File: src/rtl/vga_render_pipe_pkg.sv
// Shared definitions for the VGA render pipe: gamemode encodings,
// 12-bit RGB colour constants (R[11:8] G[7:4] B[3:0]) and pipeline depth.
package vga_render_pkg;

  typedef enum logic [1:0] {
    GM_INIT  = 2'b00,
    GM_RUN   = 2'b01,
    GM_PAUSE = 2'b10,
    GM_OVER  = 2'b11
  } gamemode_e;

  localparam logic [11:0] BLACK  = 12'h000;
  localparam logic [11:0] GREEN  = 12'h0F0;
  localparam logic [11:0] WHITE  = 12'hFFF;
  localparam logic [11:0] YELLOW = 12'hFF0;
  localparam logic [11:0] RED    = 12'hF00;
  localparam logic [11:0] ORANGE = 12'hF70;
  localparam logic [11:0] BLUE   = 12'h00F;

  // Pixel in -> colour out, in clock cycles (register stages).
  localparam int LATENCY = 2;

endpackage

File: src/rtl/vga_render_pipe_if.sv
// Bus between game_logic / VGA timing (master) and the renderer (slave).
//   frame_start  1-cycle pulse before the first active pixel of a frame
//   pix_valid    active-video qualifier for pix_x/pix_y
//   pix_x/pix_y  current pixel
//   gamemode     00 init, 01 run, 10 pause, 11 over
//   player_y     player top edge
//   obstacle_x   slot i: [i*2XW +: XW] left, next XW right
//   obstacle_y   slot i: [i*2YW +: YW] top, next YW bottom
//   rgb          rendered colour, rgb_valid = pix_valid delayed
interface vga_render_pipe_if #(
  parameter int NUM_OBS = 10,
  parameter int XW      = 10,
  parameter int YW      = 9
);
  logic                    frame_start;
  logic                    pix_valid;
  logic [XW-1:0]           pix_x;
  logic [YW-1:0]           pix_y;
  logic [1:0]              gamemode;
  logic [YW-1:0]           player_y;
  logic [NUM_OBS*2*XW-1:0] obstacle_x;
  logic [NUM_OBS*2*YW-1:0] obstacle_y;
  logic [11:0]             rgb;
  logic                    rgb_valid;

  modport master (
    output frame_start, pix_valid, pix_x, pix_y, gamemode, player_y, obstacle_x, obstacle_y,
    input  rgb, rgb_valid
  );

  modport slave (
    input  frame_start, pix_valid, pix_x, pix_y, gamemode, player_y, obstacle_x, obstacle_y,
    output rgb, rgb_valid
  );
endinterface

File: src/rtl/vga_render_pipe_obs_hit.sv
// Combinational box-hit test for one obstacle slot.
//   pix_x/pix_y   pixel under test
//   left/right    half-open column range [left, right)
//   top/bottom    half-open row range [top, bottom)
//   hit           pixel lies inside the box
// Half-open bounds make degenerate boxes (right<=left or bottom<=top, which
// includes the empty-slot encoding left==right && top==bottom) never hit.
module vga_obs_hit #(
  parameter int XW = 10,
  parameter int YW = 9
) (
  input  logic [XW-1:0] pix_x,
  input  logic [YW-1:0] pix_y,
  input  logic [XW-1:0] left,
  input  logic [XW-1:0] right,
  input  logic [YW-1:0] top,
  input  logic [YW-1:0] bottom,
  output logic          hit
);
  assign hit = (pix_x >= left) && (pix_x < right) &&
               (pix_y >= top)  && (pix_y < bottom);
endmodule

File: src/rtl/vga_render_pipe.sv
// Two-stage pixel renderer between game_logic and the VGA timing generator.
//   clk, rst_n   pixel clock, async active-low reset
//   bus          vga_render_pipe_if slave: pixel stream + game state in, rgb out
// Game state is latched into shadow registers on frame_start so a frame is
// rendered from one consistent snapshot. S1 classifies the pixel, S2 picks
// the colour by priority.
module vga_render_pipe
  import vga_render_pkg::*;
#(
  parameter int NUM_OBS     = 10,
  parameter int XW          = 10,
  parameter int YW          = 9,
  parameter int PLAYER_X    = 160,
  parameter int PLAYER_SIZE = 40,
  parameter int UPPER_BOUND = 20,
  parameter int LOWER_BOUND = 460,
  parameter int BLINK_LOG2  = 4
) (
  input  logic             clk,
  input  logic             rst_n,
  vga_render_pipe_if.slave bus
);

  logic [1:0]              sh_mode,  cur_mode;
  logic [YW-1:0]           sh_py,    cur_py;
  logic [NUM_OBS*2*XW-1:0] sh_ox,    cur_ox;
  logic [NUM_OBS*2*YW-1:0] sh_oy,    cur_oy;
  logic [BLINK_LOG2:0]     frame_cnt, cur_cnt;

  // Effective state for the pixel in flight: a pixel arriving together with
  // frame_start already sees the new snapshot and the new frame count.
  always_comb begin
    cur_mode = sh_mode;
    cur_py   = sh_py;
    cur_ox   = sh_ox;
    cur_oy   = sh_oy;
    cur_cnt  = frame_cnt;
    if (bus.frame_start) begin
      cur_mode = bus.gamemode;
      cur_py   = bus.player_y;
      cur_ox   = bus.obstacle_x;
      cur_oy   = bus.obstacle_y;
      // Counter runs in run/pause/over and is cleared while in init.
      cur_cnt  = (bus.gamemode == GM_INIT) ? '0 : frame_cnt + (BLINK_LOG2+1)'(1);
    end
  end

  always_ff @(posedge clk or negedge rst_n) begin
    if (!rst_n) begin
      sh_mode   <= GM_INIT;
      sh_py     <= '0;
      sh_ox     <= '0;
      sh_oy     <= '0;
      frame_cnt <= '0;
    end else begin
      sh_mode   <= cur_mode;
      sh_py     <= cur_py;
      sh_ox     <= cur_ox;
      sh_oy     <= cur_oy;
      frame_cnt <= cur_cnt;
    end
  end

  // ---- S1 classification ----
  logic               border, player_hit;
  logic [YW:0]        py_end;
  logic [NUM_OBS-1:0] obs_vec;

  assign border = (bus.pix_y <= YW'(UPPER_BOUND)) || (bus.pix_y >= YW'(LOWER_BOUND));

  // Extra bit keeps py+PLAYER_SIZE from wrapping near the bottom of the screen.
  assign py_end     = {1'b0, cur_py} + (YW+1)'(PLAYER_SIZE);
  assign player_hit = (bus.pix_x >= XW'(PLAYER_X)) &&
                      ({1'b0, bus.pix_x} < (XW+1)'(PLAYER_X + PLAYER_SIZE)) &&
                      (bus.pix_y >= cur_py) && ({1'b0, bus.pix_y} < py_end);

  for (genvar i = 0; i < NUM_OBS; i++) begin : g_obs
    vga_obs_hit #(.XW(XW), .YW(YW)) u_hit (
      .pix_x  (bus.pix_x),
      .pix_y  (bus.pix_y),
      .left   (cur_ox[i*2*XW      +: XW]),
      .right  (cur_ox[i*2*XW + XW +: XW]),
      .top    (cur_oy[i*2*YW      +: YW]),
      .bottom (cur_oy[i*2*YW + YW +: YW]),
      .hit    (obs_vec[i])
    );
  end

  logic [LATENCY:1] vld_pipe;
  logic             s1_border, s1_player, s1_obs, s1_blink;
  gamemode_e        s1_mode;

  always_ff @(posedge clk or negedge rst_n) begin
    if (!rst_n) begin
      vld_pipe  <= '0;
      s1_border <= 1'b0;
      s1_player <= 1'b0;
      s1_obs    <= 1'b0;
      s1_blink  <= 1'b0;
      s1_mode   <= GM_INIT;
    end else begin
      vld_pipe  <= {vld_pipe[LATENCY-1:1], bus.pix_valid};
      s1_border <= border;
      s1_player <= player_hit;
      s1_obs    <= |obs_vec;
      s1_blink  <= cur_cnt[BLINK_LOG2];
      s1_mode   <= gamemode_e'(cur_mode);
    end
  end

  // ---- S2 colour priority ----
  logic [11:0] colour, rgb_q;

  always_comb begin
    colour = BLACK;
    if (!vld_pipe[1] || s1_border)                          colour = BLACK;
    else if (s1_mode == GM_INIT)                            colour = GREEN;
    else if (s1_player && !(s1_mode == GM_OVER && s1_blink))  colour = BLUE;
    else if (s1_obs && !(s1_mode == GM_PAUSE && s1_blink))    colour = ORANGE;
    else begin
      case (s1_mode)
        GM_RUN:   colour = WHITE;
        GM_PAUSE: colour = YELLOW;
        default:  colour = RED;
      endcase
    end
  end

  always_ff @(posedge clk or negedge rst_n) begin
    if (!rst_n) rgb_q <= BLACK;
    else        rgb_q <= colour;
  end

  assign bus.rgb       = rgb_q;
  assign bus.rgb_valid = vld_pipe[LATENCY];

endmodule

File: src/flat_wrapper.sv
// flat-port wrapper written by rule: the top's interface ports become plain ports
module vga_render_pipe_flat import vga_render_pkg::*;
#(
  parameter int NUM_OBS     = 10,
  parameter int XW          = 10,
  parameter int YW          = 9,
  parameter int PLAYER_X    = 160,
  parameter int PLAYER_SIZE = 40,
  parameter int UPPER_BOUND = 20,
  parameter int LOWER_BOUND = 460,
  parameter int BLINK_LOG2  = 4
)
  (clk, rst_n, bus_frame_start, bus_pix_valid, bus_pix_x, bus_pix_y, bus_gamemode, bus_player_y, bus_obstacle_x, bus_obstacle_y, bus_rgb, bus_rgb_valid);
  vga_render_pipe_if #(.NUM_OBS(NUM_OBS), .XW(XW), .YW(YW)) bus_i ();
  input  logic clk;
  input  logic rst_n;
  input wire logic [$bits(bus_i.frame_start)-1:0] bus_frame_start;
  input wire logic [$bits(bus_i.pix_valid)-1:0] bus_pix_valid;
  input wire logic [$bits(bus_i.pix_x)-1:0] bus_pix_x;
  input wire logic [$bits(bus_i.pix_y)-1:0] bus_pix_y;
  input wire logic [$bits(bus_i.gamemode)-1:0] bus_gamemode;
  input wire logic [$bits(bus_i.player_y)-1:0] bus_player_y;
  input wire logic [$bits(bus_i.obstacle_x)-1:0] bus_obstacle_x;
  input wire logic [$bits(bus_i.obstacle_y)-1:0] bus_obstacle_y;
  output wire logic [$bits(bus_i.rgb)-1:0] bus_rgb;
  output wire logic [$bits(bus_i.rgb_valid)-1:0] bus_rgb_valid;
  assign bus_i.frame_start = bus_frame_start;
  assign bus_i.pix_valid = bus_pix_valid;
  assign bus_i.pix_x = bus_pix_x;
  assign bus_i.pix_y = bus_pix_y;
  assign bus_i.gamemode = bus_gamemode;
  assign bus_i.player_y = bus_player_y;
  assign bus_i.obstacle_x = bus_obstacle_x;
  assign bus_i.obstacle_y = bus_obstacle_y;
  assign bus_rgb = bus_i.rgb;
  assign bus_rgb_valid = bus_i.rgb_valid;
  vga_render_pipe #(.NUM_OBS(NUM_OBS), .XW(XW), .YW(YW), .PLAYER_X(PLAYER_X), .PLAYER_SIZE(PLAYER_SIZE), .UPPER_BOUND(UPPER_BOUND), .LOWER_BOUND(LOWER_BOUND), .BLINK_LOG2(BLINK_LOG2)) u_core (.clk(clk), .rst_n(rst_n), .bus(bus_i));
endmodule
File: config.mk
export PLATFORM = sky130hd
export DESIGN_NAME = vga_render_pipe_flat
export DESIGN_NICKNAME = d
export VERILOG_FILES = /design/src/rtl/vga_render_pipe_pkg.sv /design/src/rtl/vga_render_pipe_if.sv /design/src/rtl/vga_render_pipe_obs_hit.sv /design/src/rtl/vga_render_pipe.sv /design/src/flat_wrapper.sv
export SDC_FILE = /design/constraint.sdc
export NUM_CORES = 1
export LEC_CHECK = 0
export CORE_MARGIN = 5
export CORE_UTILIZATION = 58
export DETAILED_ROUTE_END_ITERATION = 6
export PLACE_DENSITY = 0.88
export SETUP_SLACK_MARGIN = 0.02
export SYNTH_ARGS = -nofsm -noshare
export SYNTH_HDL_FRONTEND = slang
export SYNTH_SLANG_ARGS = --single-unit
File: constraint.sdc
create_clock -name clk -period 5.62 [get_ports clk]
set_clock_uncertainty 0.05 [all_clocks]
set_input_delay 0.562 -clock clk [delete_from_list [all_inputs] [get_ports clk]]
set_output_delay 0.562 -clock clk [all_outputs]
set_load 0.05 [all_outputs]
==> run metrics <==
first-pass GRT wire length=approximately 110,000 µm; die area=0.0450 mm²; grt total ovfl=0; combinational group share of total power=0.230; Routed WL=70,700 µm; Wirelength per Cell=22.4 µm; Cell Pwr Density=~270 mW/mm²; Max Clk Rate=about 0.27 GHz; commonest non-fill, non-tap cell in the layout=clkdlybuf4s50_1; Slew @ Worst Pin=about 0.96 ns; number of synthesized flops with an enable pin=0; RSZ-0062 raised after global routing=no; number of nets still failing antenna checks after routing=0; vias in the first global route=about 20k; worst-path maximum fanout=77; Worst VDD drop=between 0.0002 and 0.0003 V; P_leak=~0.016 µW; power share of the clock group=0.368; Total GRT Usage=0.309; Non-Filler Instances=between 3k and 4k; share of cells above drive strength 1=0.0600; WP data arrival=roughly 4.1 ns; commonest non-fill, non-tap cells in the layout=clkdlybuf4s50_1 (407), dfrtp_1 (405), ha_1 (381); setup TNS=0 ns; Async S/R FF share, synth=1.00; pin count of the biggest net entering global routing=around 150; min-delay worst type=input port to asynchronous set/reset pin; input/output buffers=between 400 and 500; WS Path Type=input port to register; post_cts resized=0; mapped cell area=0.0237 mm²; CTS Sinks=approximately 410; TritonCTS clock tree=built; endpoints failing setup=0; gpl congestion=0.892; initial antenna violation count=26; status=completed; Slew Viols, Final=0; final net count=approximately 3.4k; Inserted Clock Buffers=45; Crit. End Element=register; Sw Share=0.283; R2R cell count=11; Detailed Routing Iterations Pass 1=5; total of max-cap violations=0; Starting DRT DRC Count=between 1k and 1.5k; die outline width=around 210 µm; Slew HR=0.360; reg2reg setup slack=about 2.7 ns; Core Area=0.0406 mm²; CTS clk-pin slew, worst paths=0.06 ns; Final Instance Area=~0.03 mm²; Initial Utilization=0.583; dpl hpwl=roughly 51,000 µm; area post-placement=roughly 0.029 mm²; Top FF cell, synth=dfrtp_1; #FFs+latches synth=405; Synth cell types=56; cell row count=74; Mapped Avg Cell Area=11.1 µm²; P_int=around 5900 µW; Final period util=0.658; min Tclk post-route=3.70 ns; post-synth net total=2,927; Hold Vio Cnt, Final=0; post-CTS setup buffer count=0; Post-Syn Instances=2,132; Die H=around 210 µm; crit path from=bus_frame_start; H-tree depth=2; sequential share of power=0.402; cell count after placement=about 3.1k; CTS Hold Bufs=0; clock latency on the worst-skew pair=around 0.58 ns; warnings from Yosys=0; worst path required time=6.00 ns; clock root buffer=clkbuf_16; DR vias/cell=between 5 and 6; CTS max path bufs=3; DRC=0; final core occ=0.741; RR Startpoint=u_core.sh_oy[162]; Power Total=between 8000 and 9000 µW; NetSw=roughly 2300 µW; Seq/Total Area, Yosys=0.427; IO Count=between 400 and 500; Vias=18.1k; Area growth syn-to-layout=27.0%; CP startpoint kind=input port
[power groups by stage]
| stage | clock network (µW) | registers, µW | logic [µW] |
|---|---|---|---|
| floorplan | 0 | 3340 | 1060 |
| global placement | 0 | 3350 | 1760 |
| detailed placement | 0 | 3360 | 1860 |
| CTS | 3060 | 3310 | 1900 |
| global route | 3180 | 3340 | 2110 |
| finish | 3030 | 3320 | 1900 |
[critical path, cell delays in order]
cell,delay [ns]
buf_8,0.56
buf_4,0.46
mux2_2,0.40
ha_1,0.27
nand2b_1,0.14
a21o_1,0.18
a21oi_1,0.14
o21ai_0,0.10
a31oi_1,0.29
nor4b_1,0.12
buf_4,0.17
nor4_1,0.39
nand4_1,0.16
[per-layer routing]
| layer | global-route usage | share of wire |
|---|---|---|
| met1 | 0.374 | 0.39 |
| met2 | 0.517 | 0.48 |
| met3 | 0.0888 | 0.085 |
| met4 | 0.137 | 0.044 |
| met5 | 0 | 0.0028 |
[cells by family (layout without fill, tap and decap cells)]
| group | Yosys count | count (layout) | share of synthesized area |
|---|---|---|---|
| AO/OA/AOI/OAI | 334 | 334 | 0.0892 |
| XOR/XNOR | 4 | 4 | 0.00148 |
| adder cells (fa/ha/maj) | 381 | 381 | 0.201 |
| buffers and inverters | 413 | 897 | 0.0691 |
| flip-flops | 405 | 405 | 0.427 |
| multiplexers | 390 | 390 | 0.167 |
| other | 0 | 14 | 0 |
| AND/OR/NAND/NOR | 205 | 205 | 0.0448 |
[through the flow]
stage,hold WS [ns],setup slack [ns]
floorplan,0.216,2.02
global placement,0.326,1.52
detailed placement,0.331,1.40
CTS,0.0710,2.01
global route,0.102,1.79
finish,0.0475,1.92
[area by class of cell]
class,count,area [µm²]
clock buffer,70,1370
sequential,405,10100
fill,2684,10500
inverter,361,1360
timing repair buffer,456,4490
multi-input combinational,1314,11900
tap,532,666
antenna,14,35.0
clock inverter,10,131
[path summary, 6_finish.rpt]
path,end
max,u_core.s1_obs
min,u_core.vld_pipe[1]
max reg2reg,u_core.s1_obs
min reg2reg,u_core.vld_pipe[2]
max in group asynchronous,u_core.s1_obs
min in group clk,u_core.vld_pipe[2]
[Yosys cell counts (6+ instances only)]
cell       number  area [µm²]
nand4_1        21         131
ha_1          381        4770
o21a_1         18         135
nand2b_1       27         169
o21ai_0        84         420
and4_1          7        61.3
a211oi_1       21         158
nand2_1        49         184
dfrtp_1       405       10100
nor2_1         40         150
mux2i_1       348        3480
a21o_1         40         300
a21oi_1        90         450
buf_2          38         190
nor4_1         11        68.8
nor2b_1        12        75.1
inv_1         360        1350
o31ai_1         6        45.0
mux2_1          6        67.6
mux2_2         35         394
buf_4           9        67.6
a31oi_1         9        56.3
nand3_1        12        60.1
o2111ai_1       7        61.3
a2111oi_0      10        87.6
a21boi_0        6        45.0
nor3_1         12        60.1
o211ai_1       13        97.6
[state kept, by name (all words and copies together), names as in the netlist]
register and flops:
u_core.sh_ox 200, u_core.sh_oy 180, u_core.sh_py 9, u_core.bus.rgb 4
u_core.frame_cnt 4, u_core.sh_mode 2, u_core.vld_pipe 2, u_core.s1_blink 1
u_core.s1_border 1, u_core.s1_obs 1, u_core.s1_player 1
No activity file was read; power rests on OpenSTA's default activity.
